==> src/rtl/sd_cmd_deserializer_pkg.sv <==
// Shared types and constants for the SD CMD-line deserializer (package sd_pkg).
package sd_pkg;

  typedef enum logic [1:0] {
    ST_IDLE,
    ST_WAIT_START,
    ST_SHIFT,
    ST_HOLD
  } sd_deser_state_t;

  localparam logic [6:0]  SD_CRC7_POLY   = 7'h09;
  localparam int unsigned SD_FRAME_SHORT = 48;
  localparam int unsigned SD_FRAME_LONG  = 136;

  // One serial CRC7 step, MSB of the register is the outgoing remainder bit.
  function automatic logic [6:0] sd_crc7_step(input logic [6:0] crc, input logic b);
    logic fb;
    fb = b ^ crc[6];
    return {crc[5:0], 1'b0} ^ (fb ? SD_CRC7_POLY : 7'h00);
  endfunction

endpackage

==> src/rtl/sd_cmd_deserializer_if.sv <==
// Handshake/data bundle between the CMD pad sampler, the deserializer and the cmd controller.
interface sd_cmd_deserializer_if #(
  parameter int unsigned BITS         = 136,
  parameter int unsigned BITS_COUNTER = 8
);
  logic                    enable;
  logic                    start;
  logic [BITS_COUNTER-1:0] framesize;
  logic                    crc_skip;
  logic                    in;
  logic [BITS-1:0]         out;
  logic                    out_valid;
  logic                    out_ready;
  logic                    busy;
  logic                    timeout;
  logic                    end_err;
  logic                    crc_err;

  modport master (
    output enable, start, framesize, crc_skip, in, out_ready,
    input  out, out_valid, busy, timeout, end_err, crc_err
  );

  modport slave (
    input  enable, start, framesize, crc_skip, in, out_ready,
    output out, out_valid, busy, timeout, end_err, crc_err
  );
endinterface

==> src/rtl/sd_cmd_deserializer_crc7.sv <==
// Serial CRC7 (x^7+x^3+1, seed 0) with synchronous clear and bit enable.
module sd_crc7
  import sd_pkg::*;
(
  input  logic       clk,
  input  logic       reset,
  input  logic       i_clear,
  input  logic       i_en,
  input  logic       i_bit,
  output logic [6:0] o_crc
);

  logic [6:0] r_crc;

  always_ff @(posedge clk) begin
    if (!reset) begin
      r_crc <= '0;
    end else if (i_clear) begin
      r_crc <= '0;
    end else if (i_en) begin
      r_crc <= sd_crc7_step(r_crc, i_bit);
    end
  end

  assign o_crc = r_crc;

endmodule

==> src/rtl/sd_cmd_deserializer.sv <==
// SD CMD-line serial-to-parallel receiver with start-bit timeout and end/CRC7 checks.
// Optional CRC7 checking is compiled in with `define SD_DESER_CRC7_EN.
module sd_cmd_deserializer
  import sd_pkg::*;
#(
  parameter int unsigned BITS         = 136,
  parameter int unsigned BITS_COUNTER = 8,
  parameter int unsigned MSB_FIRST    = 1,
  parameter int unsigned TIMEOUT      = 64,
  parameter int unsigned TIMEOUT_BITS = 7
) (
  input  logic                  clk,
  input  logic                  reset,
  sd_cmd_deserializer_if.slave  bus
);

  localparam logic [BITS_COUNTER-1:0] LP_BITS       = BITS_COUNTER'(BITS);
  localparam logic [BITS_COUNTER-1:0] LP_MIN        = BITS_COUNTER'(2);
  localparam logic [TIMEOUT_BITS-1:0] LP_TIMER_LAST = TIMEOUT_BITS'(TIMEOUT - 1);

  sd_deser_state_t           r_state;
  logic [BITS-1:0]           r_out;
  logic [BITS_COUNTER-1:0]   r_cnt;
  logic [BITS_COUNTER-1:0]   r_fsize;
  logic [TIMEOUT_BITS-1:0]   r_timer;
  logic                      r_valid;
  logic                      r_busy;
  logic                      r_timeout;
  logic                      r_end_err;

  logic [BITS_COUNTER-1:0]   w_fsize_clamped;
  logic [BITS_COUNTER-1:0]   w_cnt_nxt;
  logic                      w_start_acc;

  assign w_fsize_clamped = (bus.framesize < LP_MIN || bus.framesize > LP_BITS) ? LP_BITS
                                                                              : bus.framesize;
  assign w_cnt_nxt   = r_cnt + BITS_COUNTER'(1);
  assign w_start_acc = (r_state == ST_IDLE) && bus.enable && bus.start;

  always_ff @(posedge clk) begin
    if (!reset) begin
      r_state   <= ST_IDLE;
      r_out     <= '0;
      r_cnt     <= '0;
      r_fsize   <= '0;
      r_timer   <= '0;
      r_valid   <= 1'b0;
      r_busy    <= 1'b0;
      r_timeout <= 1'b0;
      r_end_err <= 1'b0;
    end else begin
      r_timeout <= 1'b0;
      case (r_state)
        ST_IDLE: begin
          if (w_start_acc) begin
            r_fsize   <= w_fsize_clamped;
            r_out     <= '0;
            r_timer   <= '0;
            r_cnt     <= '0;
            r_end_err <= 1'b0;
            r_busy    <= 1'b1;
            r_state   <= ST_WAIT_START;
          end
        end
        ST_WAIT_START: begin
          if (bus.enable) begin
            // The start bit is 0 and r_out was just cleared, so capturing it leaves r_out unchanged.
            if (!bus.in) begin
              r_cnt   <= BITS_COUNTER'(1);
              r_state <= ST_SHIFT;
            end else if (r_timer == LP_TIMER_LAST) begin
              r_timeout <= 1'b1;
              r_busy    <= 1'b0;
              r_state   <= ST_IDLE;
            end else begin
              r_timer <= r_timer + TIMEOUT_BITS'(1);
            end
          end
        end
        ST_SHIFT: begin
          if (bus.enable) begin
            if (MSB_FIRST != 0) begin
              r_out <= {r_out[BITS-2:0], bus.in};
            end else begin
              r_out[r_cnt] <= bus.in;
            end
            r_cnt <= w_cnt_nxt;
            if (w_cnt_nxt == r_fsize) begin
              r_end_err <= ~bus.in;
              r_valid   <= 1'b1;
              r_busy    <= 1'b0;
              r_state   <= ST_HOLD;
            end
          end
        end
        ST_HOLD: begin
          if (bus.out_ready) begin
            r_valid <= 1'b0;
            r_state <= ST_IDLE;
          end
        end
        default: r_state <= ST_IDLE;
      endcase
    end
  end

  assign bus.out       = r_out;
  assign bus.out_valid = r_valid;
  assign bus.busy      = r_busy;
  assign bus.timeout   = r_timeout;
  assign bus.end_err   = r_end_err;

`ifdef SD_DESER_CRC7_EN
  localparam logic [BITS_COUNTER:0] LP_C2 = (BITS_COUNTER+1)'(2);
  localparam logic [BITS_COUNTER:0] LP_C8 = (BITS_COUNTER+1)'(8);
  localparam logic [BITS_COUNTER:0] LP_C9 = (BITS_COUNTER+1)'(9);

  logic                    r_skip;
  logic [6:0]              r_rx_crc;
  logic                    r_crc_err;
  logic [6:0]              w_crc;
  logic                    w_cap;
  logic                    w_crc_en;
  logic                    w_rx_en;
  logic                    w_last_cap;
  logic [BITS_COUNTER:0]   w_idx_x;
  logic [BITS_COUNTER:0]   w_fs_x;
  logic [BITS_COUNTER:0]   w_lo;

  // Index of the bit being captured this cycle; the start bit is index 0.
  assign w_idx_x    = (r_state == ST_SHIFT) ? {1'b0, r_cnt} : '0;
  assign w_fs_x     = {1'b0, r_fsize};
  assign w_lo       = r_skip ? LP_C8 : '0;
  assign w_cap      = bus.enable && (((r_state == ST_WAIT_START) && !bus.in) ||
                                     (r_state == ST_SHIFT));
  assign w_crc_en   = w_cap && (w_idx_x >= w_lo) && ((w_idx_x + LP_C9) <= w_fs_x);
  assign w_rx_en    = w_cap && ((w_idx_x + LP_C8) >= w_fs_x) && ((w_idx_x + LP_C2) <= w_fs_x);
  assign w_last_cap = (r_state == ST_SHIFT) && bus.enable && (w_cnt_nxt == r_fsize);

  sd_crc7 u_crc7 (
    .clk     (clk),
    .reset   (reset),
    .i_clear (w_start_acc),
    .i_en    (w_crc_en),
    .i_bit   (bus.in),
    .o_crc   (w_crc)
  );

  always_ff @(posedge clk) begin
    if (!reset) begin
      r_skip    <= 1'b0;
      r_rx_crc  <= '0;
      r_crc_err <= 1'b0;
    end else if (w_start_acc) begin
      r_skip    <= bus.crc_skip;
      r_rx_crc  <= '0;
      r_crc_err <= 1'b0;
    end else begin
      if (w_rx_en) begin
        r_rx_crc <= {r_rx_crc[5:0], bus.in};
      end
      if (w_last_cap) begin
        r_crc_err <= (w_crc != r_rx_crc);
      end
    end
  end

  assign bus.crc_err = r_crc_err;
`else
  assign bus.crc_err = 1'b0;
`endif

endmodule

==> src/flat_wrapper.sv <==
// flat-port wrapper written by rule: the top's interface ports become plain ports
module sd_cmd_deserializer_flat import sd_pkg::*;
#(
  parameter int unsigned BITS         = 136,
  parameter int unsigned BITS_COUNTER = 8,
  parameter int unsigned MSB_FIRST    = 1,
  parameter int unsigned TIMEOUT      = 64,
  parameter int unsigned TIMEOUT_BITS = 7
)
  (clk, reset, bus_enable, bus_start, bus_framesize, bus_crc_skip, bus_in, bus_out_ready, bus_out, bus_out_valid, bus_busy, bus_timeout, bus_end_err, bus_crc_err);
  sd_cmd_deserializer_if #(.BITS(BITS), .BITS_COUNTER(BITS_COUNTER)) bus_i ();
  input  logic clk;
  input  logic reset;
  input wire logic [$bits(bus_i.enable)-1:0] bus_enable;
  input wire logic [$bits(bus_i.start)-1:0] bus_start;
  input wire logic [$bits(bus_i.framesize)-1:0] bus_framesize;
  input wire logic [$bits(bus_i.crc_skip)-1:0] bus_crc_skip;
  input wire logic [$bits(bus_i.in)-1:0] bus_in;
  input wire logic [$bits(bus_i.out_ready)-1:0] bus_out_ready;
  output wire logic [$bits(bus_i.out)-1:0] bus_out;
  output wire logic [$bits(bus_i.out_valid)-1:0] bus_out_valid;
  output wire logic [$bits(bus_i.busy)-1:0] bus_busy;
  output wire logic [$bits(bus_i.timeout)-1:0] bus_timeout;
  output wire logic [$bits(bus_i.end_err)-1:0] bus_end_err;
  output wire logic [$bits(bus_i.crc_err)-1:0] bus_crc_err;
  assign bus_i.enable = bus_enable;
  assign bus_i.start = bus_start;
  assign bus_i.framesize = bus_framesize;
  assign bus_i.crc_skip = bus_crc_skip;
  assign bus_i.in = bus_in;
  assign bus_i.out_ready = bus_out_ready;
  assign bus_out = bus_i.out;
  assign bus_out_valid = bus_i.out_valid;
  assign bus_busy = bus_i.busy;
  assign bus_timeout = bus_i.timeout;
  assign bus_end_err = bus_i.end_err;
  assign bus_crc_err = bus_i.crc_err;
  sd_cmd_deserializer #(.BITS(BITS), .BITS_COUNTER(BITS_COUNTER), .MSB_FIRST(MSB_FIRST), .TIMEOUT(TIMEOUT), .TIMEOUT_BITS(TIMEOUT_BITS)) u_core (.clk(clk), .reset(reset), .bus(bus_i));
endmodule
==> config.mk <==
export PLATFORM = sky130hd
export DESIGN_NAME = sd_cmd_deserializer_flat
export DESIGN_NICKNAME = d
export VERILOG_FILES = /design/src/rtl/sd_cmd_deserializer_pkg.sv /design/src/rtl/sd_cmd_deserializer_if.sv /design/src/rtl/sd_cmd_deserializer_crc7.sv /design/src/rtl/sd_cmd_deserializer.sv /design/src/flat_wrapper.sv
export SDC_FILE = /design/constraint.sdc
export NUM_CORES = 1
export LEC_CHECK = 0
export ABC_AREA = 1
export CORE_MARGIN = 2
export CORE_UTILIZATION = 50
export DETAILED_ROUTE_END_ITERATION = 8
export PLACE_DENSITY = 0.82
export SYNTH_ARGS = -nofsm -noshare
export SYNTH_HDL_FRONTEND = slang
export SYNTH_SLANG_ARGS = --single-unit
export TNS_END_PERCENT = 50
==> constraint.sdc <==
create_clock -name clk -period 2.07 [get_ports clk]
set_input_delay 0.207 -clock clk [delete_from_list [all_inputs] [get_ports clk]]
set_output_delay 0.207 -clock clk [all_outputs]
set_load 0.02 [all_outputs]
==> reports/metrics.cfg, run 1 <==
[run_status]
status=finished clean

[finish]
final_area_um2=8960
final.fill_count=1081
drive_gt1_share_pct=7.33
synthToLayoutAreaGrowth_pct=34.7
design.final.nets=1018
antennaDiodeCount=0

[grt]
maximum_number_of_pins_on_one_net_before_global_route_repair=134
first_pass_grt_wire_length_um=26900
grt_pass1_vias=5634
grt_antenna_before_repair=0
groute.usage.overall_pct=22.7
overflow=0

[power_and_ir_drop]
p_per_area_nw_per_um2=917
total_power_w=0.00822
leakage_nw=3.03
vdd_drop_max_mv=0.668

[critical_path]
arrival_ps=2210
slowest_stage=sky130_fd_sc_hd__dfxtp_2
critical-path-top-delay-family=buffers and inverters
worstPathCellList=inv_2 -> ha_4 -> nand3_2 -> o21ai_1 -> nand2_4 -> inv_6 -> buf_16 -> nand3_1 -> a21oi_1
worst-path-max-fanout=49
worst_ep_required_time_ps=2420
worstPathBufferInverterCount=3
end_kind=flop
critical_path_type=flop to flop
critical_path_s_largest_stage_delay_ps=350
worst_setup_path_start_kind=flop

[logic_synthesis]
post-synth-top-count-cell=sky130_fd_sc_hd__nand2_1
yosys-mux-area-fraction_pct=0
synth-seq-area-share_pct=49.6
synth_top_cell_by_area=sky130_fd_sc_hd__dfxtp_1
synth_simple_gate_area_share_pct=27.3
count_of_state_elements_after_synthesis=165
synth_edf_count=0
synthFlopType=sky130_fd_sc_hd__dfxtp_1
main_combinational_cell_family_by_area_after_synthesis=simple AND/OR/NAND/NOR gates
synth_cell_types=34
synth.net_count=896
mappedNetlistArea_um2=6660
synth_area_leaders=sky130_fd_sc_hd__dfxtp_1, sky130_fd_sc_hd__nand3_1, sky130_fd_sc_hd__a21oi_1
synth_xor_xnor_area_share_pct=0.263
yosysWarningCount=0
synth_adder_area_share_pct=1.32
synthesis.area_per_instance_um2=7.61
postSynthCellCount=874
post_synth_arst_share_pct=0
yosys-top-cells-count=sky130_fd_sc_hd__nand2_1, sky130_fd_sc_hd__dfxtp_1, sky130_fd_sc_hd__nand3_1
synth-compound-area-share_pct=14.4
synth_largest_type_area_fraction_pct=49.6

[floorplanning]
design.die.area_um2=14200
ios=156
num_rows=42
initial_core_util_pct=50.7
design.core.area_um2=13100
die-width_um=119
die-height_um=119

[cts]
clkSlewWorstSetupHoldPaths_ps=60
worstSkewPairLatency_ps=420
cts.root.buffer_cell=sky130_fd_sc_hd__clkbuf_16
cts_htree_levels=4
cts_tree=yes
clock_tree.buffer_depth=2
cts.sink_count=165
cts_inserted_buffers=17
post_cts_hold_buffer_count=0

[timing]
finalHoldWorstSlack_ps=390
period_share_pct=89.9
report.final.slew_viol_count=0
setup_viol=0
fin_crit_ps=1860
count_of_final_hold_check_violations=0
worst_clock_skew_ps=6.72
final.setup.tns_ps=0
worstMarginPinSlew_ps=591
grt_setup_unrepaired=no
maximum_frequency_from_static_timing_analysis_mhz=537
timing.slew.headroom_pct=60.6

[detailed_routing]
wl_per_cell_um=13.7
routed_wl_um=16300
drt_iter0_drc=648
viasPerCell=5.35
detailedRoute.firstPassIterationCount=5
route.vias.total=6341
postRouteAntennaNets=0
drc_errors=0

[flow_run]
maxCapViolations=0

[placed_design]
detailed_place_hpwl_um=9800
placement.cell_area_um2=8320
placement.io_buffers=153
gp_congestion=0.851

[min_path]
hp-class=input port to flop

==> repair_timing <==
item	in CTS	in global routing
resized for setup	1	14
buffers inserted	0	0
gates cloned	0	1
endpoints found under the setup margin	2	119
pin swaps	0	1
==> where the power goes <==
part	leakage [nW]	internal (W)	switching [W]
Sequential	1.33	0.00327	0.0000850
Combinational	1.41	0.000590	0.00121
Clock	0.280	0.00181	0.00126
==> worst register-to-register path, stage by stage, from the launching register on <==
cell and delay [ps]:
sky130_fd_sc_hd__dfxtp_2 350, sky130_fd_sc_hd__inv_2 130, sky130_fd_sc_hd__ha_4 180, sky130_fd_sc_hd__nand3_2 110
sky130_fd_sc_hd__o21ai_1 160, sky130_fd_sc_hd__nand2_4 120, sky130_fd_sc_hd__inv_6 180, sky130_fd_sc_hd__buf_16 230
sky130_fd_sc_hd__nand3_1 140, sky130_fd_sc_hd__a21oi_1 180
==> sequential cells by signal (all words and copies together), names as in the netlist, named ones only <==
register	cells
u_core.bus.out	136
u_core.bus.out_valid	1
u_core.bus.end_err	1
u_core.r_cnt	8
u_core.r_fsize	8
u_core.bus.timeout	1
u_core.r_timer	7
u_core.bus.busy	1
u_core.r_state	1
==> layout by cell type, fill, tap and decap left out, types with 3 or more instances in the layout <==
| master | count |
|---|---|
| sky130_fd_sc_hd__nor2_2 | 4 |
| sky130_fd_sc_hd__a21oi_1 | 160 |
| sky130_fd_sc_hd__a211oi_1 | 5 |
| sky130_fd_sc_hd__dfxtp_2 | 3 |
| sky130_fd_sc_hd__clkdlybuf4s50_1 | 153 |
| sky130_fd_sc_hd__nand3_2 | 3 |
| sky130_fd_sc_hd__inv_2 | 6 |
| sky130_fd_sc_hd__nor3_1 | 4 |
| sky130_fd_sc_hd__nor2_1 | 27 |
| sky130_fd_sc_hd__nand3_1 | 163 |
| sky130_fd_sc_hd__o21ai_0 | 10 |
| sky130_fd_sc_hd__buf_12 | 5 |
| sky130_fd_sc_hd__buf_4 | 9 |
| sky130_fd_sc_hd__nand4_1 | 8 |
| sky130_fd_sc_hd__clkbuf_16 | 18 |
| sky130_fd_sc_hd__nand2_1 | 190 |
| sky130_fd_sc_hd__inv_1 | 33 |
| sky130_fd_sc_hd__ha_1 | 3 |
| sky130_fd_sc_hd__clkinv_4 | 3 |
| sky130_fd_sc_hd__clkinv_2 | 4 |
| sky130_fd_sc_hd__dfxtp_1 | 162 |
==> per-layer routing <==
| layer | routed length (um) | vias to the layer above | global-route usage (%) |
|---|---|---|---|
| li1 | - | 3191 | - |
| met1 | 7390 | 2963 | 30.5 |
| met2 | 7870 | 158 | 36.1 |
| met3 | 703 | 29 | 4.93 |
| met4 | 301 | 0 | 7.87 |
| met5 | 0 | - | 0 |
==> logic make-up after synthesis <==
family,count (synthesis)
AND/OR/NAND/NOR,406
AO/OA/AOI/OAI,185
flip-flops,165
buffers and inverters,108
adder cells (fa/ha/maj),7
XOR/XNOR,2
other,1
==> through the flow <==
step	cells	setup slack, ps	util (%)
6_report	1185	209	68.2
5_1_grt	1185	24.0	68.2
4_1_cts	1184	32.5	67.7
3_5_place_dp	1152	12.9	63.3
3_3_place_gp	1152	91.6	63.3
2_1_floorplan	874	294	-
==> cell type report <==
class | instances | area, um^2 | area share (%)
Tap cell | 176 | 220 | 2.46
Clock buffer | 20 | 447 | 4.98
Multi-Input combinational cell | 601 | 2920 | 32.6
Clock inverter | 12 | 130 | 1.45
Inverter | 41 | 161 | 1.80
Sequential cell | 165 | 3310 | 36.9
Timing Repair Buffer | 170 | 1780 | 19.8
==> path summary, 6_finish.rpt <==
path                                   startpoint                   to  slack, ps  cells after the start
worst max-delay path            u_core.r_state[0]  u_core.bus.out[130]        210                      9
worst min-delay path             bus_framesize[0]    u_core.r_fsize[0]        390                      3
worst max register to register  u_core.r_state[0]  u_core.bus.out[130]        210                      9
worst min register to register  u_core.r_timer[6]    u_core.r_timer[6]        450                      1
Power figures use the tool's default switching activity.
==> run 2, diff against run 1 <==
Settings changed: CORE_MARGIN 2 to 1, SYNTH_HIERARCHICAL set to 1.
==> reports/metrics.cfg, run 2 <==
[run_status]
status=finished clean  ; unchanged

[placed_design]
placement.cell_area_um2=8400  ; was 8320 um^2
detailed_place_hpwl_um=10700  ; was 9800 um
gp_congestion=0.859  ; was 0.851
placement.io_buffers=153  ; unchanged

[floorplanning]
design.core.area_um2=12700  ; was 13100 um^2
die-width_um=117  ; was 119 um
design.die.area_um2=13600  ; was 14200 um^2
num_rows=41  ; was 42
die-height_um=117  ; was 119 um
initial_core_util_pct=51.8  ; was 50.7%
ios=156  ; unchanged

[detailed_routing]
route.vias.total=6475  ; was 6341
wl_per_cell_um=14.2  ; was 13.7 um
drt_iter0_drc=703  ; was 648
viasPerCell=5.44  ; was 5.35
drc_errors=0  ; unchanged
detailedRoute.firstPassIterationCount=6  ; was 5
routed_wl_um=16900  ; was 16300 um
postRouteAntennaNets=0  ; unchanged

[power_and_ir_drop]
vdd_drop_max_mv=0.815  ; was 0.668 mV
p_per_area_nw_per_um2=1130  ; was 917 nW/um^2
leakage_nw=3.12  ; was 3.03 nW

[critical_path]
rrSetupSlack_ps=110  ; was 210 ps
timing.rr.end=u_core/r_cnt[7]  ; was u_core.bus.out[130]
arrival_ps=2320  ; was 2210 ps
worst-r2r-cell-count=11  ; was 9
critPathCapture=u_core/r_cnt[7]  ; was u_core.bus.out[130]
end_kind=flop  ; unchanged
critical_path_type=flop to flop  ; unchanged
worst_ep_required_time_ps=2420  ; about the same
worst_setup_path_start_kind=flop  ; unchanged
worst-path-max-fanout=8  ; was 49

[logic_synthesis]
synth_largest_type_area_fraction_pct=50.1  ; was 49.6%
yosys-mux-area-fraction_pct=0  ; unchanged
postSynthCellCount=870  ; was 874
synthFlopType=sky130_fd_sc_hd__dfxtp_1  ; unchanged
synth_adder_area_share_pct=1.14  ; was 1.32%
post_synth_arst_share_pct=0  ; unchanged
synth_simple_gate_area_share_pct=27.2  ; was 27.3%
synth.net_count=891  ; was 896
main_combinational_cell_family_by_area_after_synthesis=simple AND/OR/NAND/NOR gates  ; unchanged
synth-compound-area-share_pct=14.6  ; was 14.4%
synth_top_cell_by_area=sky130_fd_sc_hd__dfxtp_1  ; unchanged
synth_edf_count=0  ; unchanged
synth-seq-area-share_pct=50.1  ; was 49.6%
synth_cell_types=31  ; was 34
post-synth-top-count-cell=sky130_fd_sc_hd__nand2_1  ; unchanged
synth_xor_xnor_area_share_pct=0.399  ; was 0.263%
synth_area_leaders=sky130_fd_sc_hd__dfxtp_1, sky130_fd_sc_hd__nand3_1, sky130_fd_sc_hd__a21oi_1  ; unchanged
yosys-top-cells-count=sky130_fd_sc_hd__nand2_1, sky130_fd_sc_hd__dfxtp_1, sky130_fd_sc_hd__nand3_1  ; unchanged
yosysWarningCount=6  ; was 0
synthesis.area_per_instance_um2=7.57  ; was 7.61 um^2
mappedNetlistArea_um2=6590  ; was 6660 um^2
count_of_state_elements_after_synthesis=165  ; unchanged

[finish]
largest_reg_flops=136  ; unchanged
layout_common_cells=sky130_fd_sc_hd__nand2_1, sky130_fd_sc_hd__dfxtp_1, sky130_fd_sc_hd__nand3_1, sky130_fd_sc_hd__a21oi_1, sky130_fd_sc_hd__clkdlybuf4s50_1  ; was sky130_fd_sc_hd__nand2_1, sky130_fd_sc_hd__nand3_1, sky130_fd_sc_hd__dfxtp_1, sky130_fd_sc_hd__a21oi_1, sky130_fd_sc_hd__clkdlybuf4s50_1
mostFrequentLayoutCell=sky130_fd_sc_hd__nand2_1  ; unchanged
antennaDiodeCount=0  ; unchanged
drive_gt1_share_pct=7.56  ; was 7.33%
design.final.nets=1027  ; was 1018
final_area_um2=9090  ; was 8960 um^2
synthToLayoutAreaGrowth_pct=38.0  ; was 34.7%

[timing]
fin_crit_ps=1960  ; was 1860 ps
final.setup.tns_ps=0  ; unchanged
period_share_pct=94.9  ; was 89.9%
timing.slew.headroom_pct=58.0  ; was 60.6%
worst_clock_skew_ps=6.14  ; was 6.72 ps
report.final.slew_viol_count=0  ; unchanged
count_of_final_hold_check_violations=0  ; unchanged
worstMarginPinSlew_ps=630  ; was 591 ps
maximum_frequency_from_static_timing_analysis_mhz=509  ; was 537 MHz
grt_setup_unrepaired=yes  ; was no
setup_viol=0  ; unchanged

[grt]
first_pass_grt_wire_length_um=26400  ; was 26900 um
grt_antenna_before_repair=0  ; unchanged
maximum_number_of_pins_on_one_net_before_global_route_repair=140  ; was 134
grt_pass1_vias=5495  ; was 5634
groute.usage.overall_pct=24.7  ; was 22.7%
overflow=0  ; unchanged

[cts]
clkSlewWorstSetupHoldPaths_ps=60  ; about the same
worstSkewPairLatency_ps=420  ; about the same
cts.sink_count=165  ; unchanged
post_cts_hold_buffer_count=0  ; unchanged
clock_tree.buffer_depth=2  ; unchanged
cts_tree=yes  ; unchanged
cts_inserted_buffers=17  ; unchanged
cts.root.buffer_cell=sky130_fd_sc_hd__clkbuf_16  ; unchanged
cts_htree_levels=4  ; unchanged

[min_path]
hp-class=input port to flop  ; unchanged
timing.hold.worst_path_depth=3  ; unchanged

[flow_run]
maxCapViolations=0  ; unchanged

## run 2: cell type report
type / count / area [um^2]
Multi-Input combinational cell: 600 / 2890
Clock buffer: 21 / 450
Sequential cell: 165 / 3300
Clock inverter: 11 / 173
Timing Repair Buffer: 182 / 1900
Tap cell: 172 / 215
Fill cell: 1016 / 3630
Inverter: 40 / 160
## run 2: worst min path at each step
stage                    startpoint                    to  slack [ps]
3_5_place_dp   u_core/bus.out_valid  u_core/bus.out_valid         460
5_1_grt            bus_framesize[0]     u_core/r_fsize[0]         380
2_1_floorplan            bus_enable    u_core/bus.timeout         330
4_1_cts            bus_framesize[0]     u_core/r_fsize[0]         360
6_report           bus_framesize[0]     u_core/r_fsize[0]         370
3_3_place_gp        u_core/bus.busy       u_core/bus.busy         450
## run 2: kinds of logic after synthesis
group / Yosys count
other: 1
AOI/OAI and AO/OA: 185
buffers and inverters: 105
DFF: 165
xor gates and xnor gates: 3
and+or+nand+nor: 405
adders and majority gates: 6
## run 2: critical path, stage by stage, from the launching register on
cell and delay (ps):
sky130_fd_sc_hd__dfxtp_1 350, sky130_fd_sc_hd__inv_1 120, sky130_fd_sc_hd__ha_2 240, sky130_fd_sc_hd__nand2_1 90
sky130_fd_sc_hd__nor2_4 100, sky130_fd_sc_hd__nor2_2 60, sky130_fd_sc_hd__inv_1 60, sky130_fd_sc_hd__o211ai_1 200
sky130_fd_sc_hd__nor2_4 290, sky130_fd_sc_hd__buf_4 150, sky130_fd_sc_hd__nand4_1 80, sky130_fd_sc_hd__a21oi_1 150
## run 2: what timing repair did
item / CTS / global route
setup buffers: 0 / 6
gates resized for setup: 0 / 10
endpoints found under the setup margin: 0 / 131
## run 2: power by group
part           leakage (nW)  total (W)  internal [W]  switching, W
Clock                 0.302    0.00332       0.00206       0.00126
Sequential             1.33    0.00343       0.00330      0.000127
Combinational          1.48    0.00353       0.00129       0.00224
Total                  3.12     0.0103       0.00666       0.00362
## run 2: per-stage QoR
step	setup slack (ps)	instances	power (W)	util, %	hold slack [ps]
4_1_cts	36.8	1185	0.0101	70.9	358
3_3_place_gp	95.3	1153	0.00679	66.0	447
6_report	105	1191	0.0103	71.5	371
2_1_floorplan	261	870	0.00559	-	332
3_5_place_dp	51.6	1153	0.00682	66.0	463
5_1_grt	-82.2	1191	0.0108	71.5	384
## run 2: routing by layer
layer  up-vias  part of all wire [%]  global-route usage (%)
met3        19                   5.8                    6.28
met2       219                    48                    39.4
li1       3202                     -                       -
met5         -                     0                       0
met1      3035                    44                    32.3
met4         0                   1.7                    9.70
